**config.mk**
```make
export PLATFORM = sky130hd
export DESIGN_NAME = control_unit
export DESIGN_NICKNAME = d
export VERILOG_FILES = /design/src/rtl/control_unit.sv
export SDC_FILE = /design/constraint.sdc
export NUM_CORES = 1
export LEC_CHECK = 0
export CORE_UTILIZATION = 35
export CTS_BUF_LIST = sky130_fd_sc_hd__clkbuf_4
export DETAILED_ROUTE_END_ITERATION = 10
export PLACE_DENSITY = 0.91
export SYNTH_ARGS = -nofsm -noshare
export SYNTH_HDL_FRONTEND = slang
export SYNTH_SLANG_ARGS = --single-unit
```
**constraint.sdc**
```tcl
create_clock -name Clock -period 2.3 [get_ports Clock]
set_clock_uncertainty 0.2 [all_clocks]
set_input_delay 0.23 -clock Clock [delete_from_list [all_inputs] [get_ports Clock]]
set_output_delay 0.23 -clock Clock [all_outputs]
set_load 0.01 [all_outputs]
```
**src/rtl/control_unit.sv**
```systemverilog
// Step sequencer and control-strobe decode for a multicycle
// processor: T0 fetch, then one (mv/mvi) or three (ALU) steps.
module control_unit (
   input  logic       Clock,
   input  logic       Resetn,
   input  logic       Run,
   input  logic [8:0] IR,
   output logic       IRin,
   output logic [7:0] Rin,
   output logic [7:0] Rout,
   output logic       DINout,
   output logic       Gout,
   output logic       Ain,
   output logic       Gin,
   output logic [2:0] AluOp,
   output logic       Done,
   output logic       Busy
);

   typedef enum logic [1:0] {
      T0 = 2'd0,
      T1 = 2'd1,
      T2 = 2'd2,
      T3 = 2'd3
   } step_t;

   step_t step;
   step_t step_nxt;

   logic [2:0] op;
   logic [2:0] x;
   logic [2:0] y;
   logic [7:0] x_sel;
   logic [7:0] y_sel;
   logic       is_mv;
   logic       is_mvi;
   logic       is_alu;
   logic [2:0] alu_code;

   assign op     = IR[8:6];
   assign x      = IR[5:3];
   assign y      = IR[2:0];
   assign x_sel  = 8'b1 << x;
   assign y_sel  = 8'b1 << y;
   assign is_mv  = (op == 3'b000);
   assign is_mvi = (op == 3'b001);
   assign is_alu = op[2] | op[1];

   always_comb begin
      alu_code = 3'b000;
      unique case (op)
         3'b010:  alu_code = 3'b000;
         3'b011:  alu_code = 3'b001;
         3'b100:  alu_code = 3'b010;
         3'b101:  alu_code = 3'b011;
         3'b110:  alu_code = 3'b100;
         3'b111:  alu_code = 3'b101;
         default: alu_code = 3'b000;
      endcase
   end

   // Non-ALU opcodes never reach T2/T3 normally; fall back to T0.
   always_comb begin
      step_nxt = T0;
      unique case (step)
         T0: step_nxt = Run ? T1 : T0;
         T1: step_nxt = is_alu ? T2 : T0;
         T2: step_nxt = is_alu ? T3 : T0;
         T3: step_nxt = T0;
      endcase
   end

   always_ff @(posedge Clock or negedge Resetn) begin
      if (!Resetn)
         step <= T0;
      else
         step <= step_nxt;
   end

   // Outputs gated by Resetn so IRin cannot follow Run while held in reset.
   always_comb begin
      IRin   = 1'b0;
      Rin    = 8'h00;
      Rout   = 8'h00;
      DINout = 1'b0;
      Gout   = 1'b0;
      Ain    = 1'b0;
      Gin    = 1'b0;
      AluOp  = 3'b000;
      Done   = 1'b0;
      Busy   = 1'b0;
      if (Resetn) begin
         Busy = (step != T0);
         if (is_alu && step != T0)
            AluOp = alu_code;
         unique case (step)
            T0: IRin = Run;
            T1: begin
               if (is_mv) begin
                  Rout = y_sel;
                  Rin  = x_sel;
                  Done = 1'b1;
               end else if (is_mvi) begin
                  DINout = 1'b1;
                  Rin    = x_sel;
                  Done   = 1'b1;
               end else begin
                  Rout = x_sel;
                  Ain  = 1'b1;
               end
            end
            T2: begin
               if (is_alu) begin
                  Rout = y_sel;
                  Gin  = 1'b1;
               end
            end
            T3: begin
               if (is_alu) begin
                  Gout = 1'b1;
                  Rin  = x_sel;
                  Done = 1'b1;
               end
            end
         endcase
      end
   end

endmodule

```
==> metrics.md, run 1 <==
| Metric | Value |
|---|---|
| First-pass GRT wire length | `2620 um` |
| Number of global-route vias before repair | `597` |
| First-pass DRT Iterations | `4` |
| Setup TNS | `0 ns` |
| Reg clk slew, reported paths | `0.03 ns` |
| Gr usage total | `25.8%` |
| Vias/cell | `5.48` |
| Largest stage delay, worst path | `0.52 ns` |
| Placed inst area | `918 um^2` |
| Status | `complete, no violations` |
| Slowest CP cell | `clkdlybuf4s50_1` |
| Seq/Total Area, Yosys | `11.0%` |
| First DRT Iteration DRCs | `17` |
| Max_slew headroom | `71.3%` |
| Starting Density | `39.4%` |
| Ys async rst share | `100%` |
| # rows | `12` |
| Biggest register | `step` |
| Top_reg_cell synth | `dfrtp_1` |
| Fin. max-slew vios | `0` |
| Die Area | `0.00145 mm^2` |
| Via count | `691` |
| Grt met3 use | `5.81%` |
| TritonCTS Buffers | `3` |
| Total Routed Length | `1800 um` |
| Post-Synthesis Cell Area | `455 um^2` |
| Gr ovfl total | `0` |
| Final instance area | `942 um^2` |
| Synth Register Bits | `2` |
| Number of nets in the layout | `130` |
| Peak VDD IR | `626 uV` |
| Layout cells sized above 1 | `29.5%` |
| Post-detailed-route wirelength per cell | `14.3 um` |
| CP startpoint kind | `flop` |
| Most Crowded Layer GR | `met2` |
| Cts-stage hold buffer count | `0` |
| DRT antenna net count | `0` |
| Placer congestion estimate | `0.923` |
| CTS sink cnt | `2` |
| Hpwl dp | `1340 um` |
| Die H | `38.1 um` |
| Post-synthesis simple-gate area fraction | `49.2%` |
| Fillers | `86` |
| PwrDens | `537 mW/mm^2` |
| Largest net degree at the start of global routing | `10` |
| Initial antenna violation count | `0` |
| Crit end category | `primary output` |
| Residual DRC count | `0` |
| Ports | `38` |
| Max_cap viols | `0` |
| Post-synthesis compound-gate area fraction | `23.1%` |
| Synth Area in Adders | `11.0%` |
| Post-route minimum period | `2.30 ns` |
| Commonest non-fill, non-tap cell in the layout | `clkdlybuf4s50_1` |
| Xor and xnor area share after synthesis | `0%` |
| Post-CTS Setup Inserts | `0` |
| Max reg flops | `2` |
| Count of inserted antenna diode cells | `0` |
| Buffers on Ports | `37` |
| Grt met1 use | `32.4%` |
| Post-synth EDFFs | `0` |
| CTS H-tree lvls | `1` |
| Critical Path AT | `1.87 ns` |
| Netlist cell types | `27` |
| Power, Total | `506 uW` |
| Top flop regs | `step: 2 flops` |
| CP Class | `flop to primary output` |
| RSZ-0062 raised after global routing | `yes` |
| Routing usage on met2 | `43.2%` |
| Finished Core Util | `81.5%` |
| Core ar. | `0.00116 mm^2` |
| P_leak | `0.473 nW` |
| Setup violations, final | `0` |
| Worst-path cell chain | `inv_1 > ha_2 > nor3b_4 > and3_1 > clkdlybuf4s50_1` |
| Final Hold Fails | `0` |
| Period utilization | `99.9%` |
| Root Driver | `clkbuf_4` |
| Bufs on Longest Clock Path | `2` |
| Largest family of logic cells by synthesized area | `simple AND/OR/NAND/NOR gates` |
| Die X | `38.1 um` |
| YS warnings | `0` |
| Measured slew at the worst slew-check pin | `0.431 ns` |
| Most frequent cells in the layout | `clkdlybuf4s50_1 (16), dlygate4sd2_1 (13), buf_4 (10), nor3_1 (6), clkbuf_2 (6)` |
| Area Growth Syn to Fin | `107%` |
| Worst Hold Class | `input port to async pin` |
| Worst skew pair latency | `0.23 ns` |
| CTS tree | `yes` |
| Mux cell area share after synthesis | `2.47%` |
| Crit path max fanout | `4` |
| Synthesized area per cell | `7.35 um^2` |
| Fmax | `0.435 GHz` |
| WP data required | `1.87 ns` |
| Syn_nets | `78` |
| Cell count after synthesis | `62` |
==> stage by stage <==
stage / cells / hold WS, ns / setup WS, ns
after floorplan: 62 / -0.266 / 0.426
after global placement: 123 / 0.383 / -0.203
after detailed placement: 123 / 0.389 / -0.276
after CTS: 126 / 0.146 / -0.00233
after global routing: 126 / 0.183 / -0.0366
final: 126 / 0.148 / 0.00123
==> worst max-delay path, delay by kind of cell (launching register included) <==
family / cells / cell delay, ns
buffers and inverters: 2 / 0.61
AND/OR/NAND/NOR: 2 / 0.45
flip-flops: 1 / 0.36
adder cells (fa/ha/maj): 1 / 0.22
==> logic make-up (layout without fill, tap and decap cells) <==
logic type      after synthesis  count (layout)
compound gates               14              14
fa+ha+maj                     4               4
buf+inv                       4              54
flops                         2               2
mux                           1               1
simple gates                 37              37
==> cells in the mapped netlist (2+ instances only) <==
cell type	instances	area, um^2
nor4_1	3	18.8
and3_1	5	31.3
o32ai_1	3	26.3
nand2_1	3	11.3
nand3_1	2	10.0
o22ai_1	3	18.8
nor2_1	4	15.0
o21ai_2	2	17.5
nor3_1	6	30.0
o21ai_0	2	10.0
o21a_1	2	15.0
o2bb2ai_1	2	17.5
and2_1	2	12.5
nand3b_1	3	22.5
nand2b_1	2	12.5
inv_1	3	11.3
dfrtp_1	2	50.1
ha_1	4	50.1
==> path summary, 6_finish.rpt <==
path	from	to	slack (ns)	cells past startpoint
setup / recovery	step[1]	DINout	0.001	5
hold / removal	Resetn	step[1]	0.15	2
setup reg to reg	step[1]	step[0]	0.72	5
hold reg to reg	step[1]	step[1]	0.58	3
max in group asynchronous	Resetn	step[0]	1.64	2
min in group Clock	Run	step[0]	0.45	2
==> power by group <==
group	internal, mW	total, mW	switching [mW]
Sequential	0.0490	0.0577	0.00878
Combinational	0.187	0.369	0.182
Clock	0.0577	0.0797	0.0220
==> repair_timing <==
action	in CTS	in global routing
gates cloned	0	0
gates resized for setup	26	18
endpoints found under the setup margin	20	13
==> final cells by class <==
cell class / instances / area (um^2) / area share, %
Clock buffer: 3 / 22.5 / 2.39
Inverter: 4 / 15.0 / 1.59
Multi-Input combinational cell: 56 / 433 / 45.9
Sequential cell: 2 / 50.0 / 5.31
Tap cell: 14 / 17.5 / 1.86
Timing Repair Buffer: 47 / 404 / 42.9
==> per-layer routing <==
layer | share of wire, % | wire length, um
met2 | 46 | 836
met1 | 44 | 799
met4 | 1.4 | 26
met3 | 7.7 | 138
met5 | 0 | 0
Note: power is estimated with default switching activity, not from simulation.
==> run 2: changes to the inputs <==
--- a/config.mk
+++ b/config.mk
@@ -9,6 +9,7 @@
 export CTS_BUF_LIST = sky130_fd_sc_hd__clkbuf_4
 export DETAILED_ROUTE_END_ITERATION = 10
 export PLACE_DENSITY = 0.91
+export SLEW_MARGIN = 20
 export SYNTH_ARGS = -nofsm -noshare
 export SYNTH_HDL_FRONTEND = slang
 export SYNTH_SLANG_ARGS = --single-unit
==> results of run 2 <==
Final layout, timing and power as in run 1 (identical DEF).
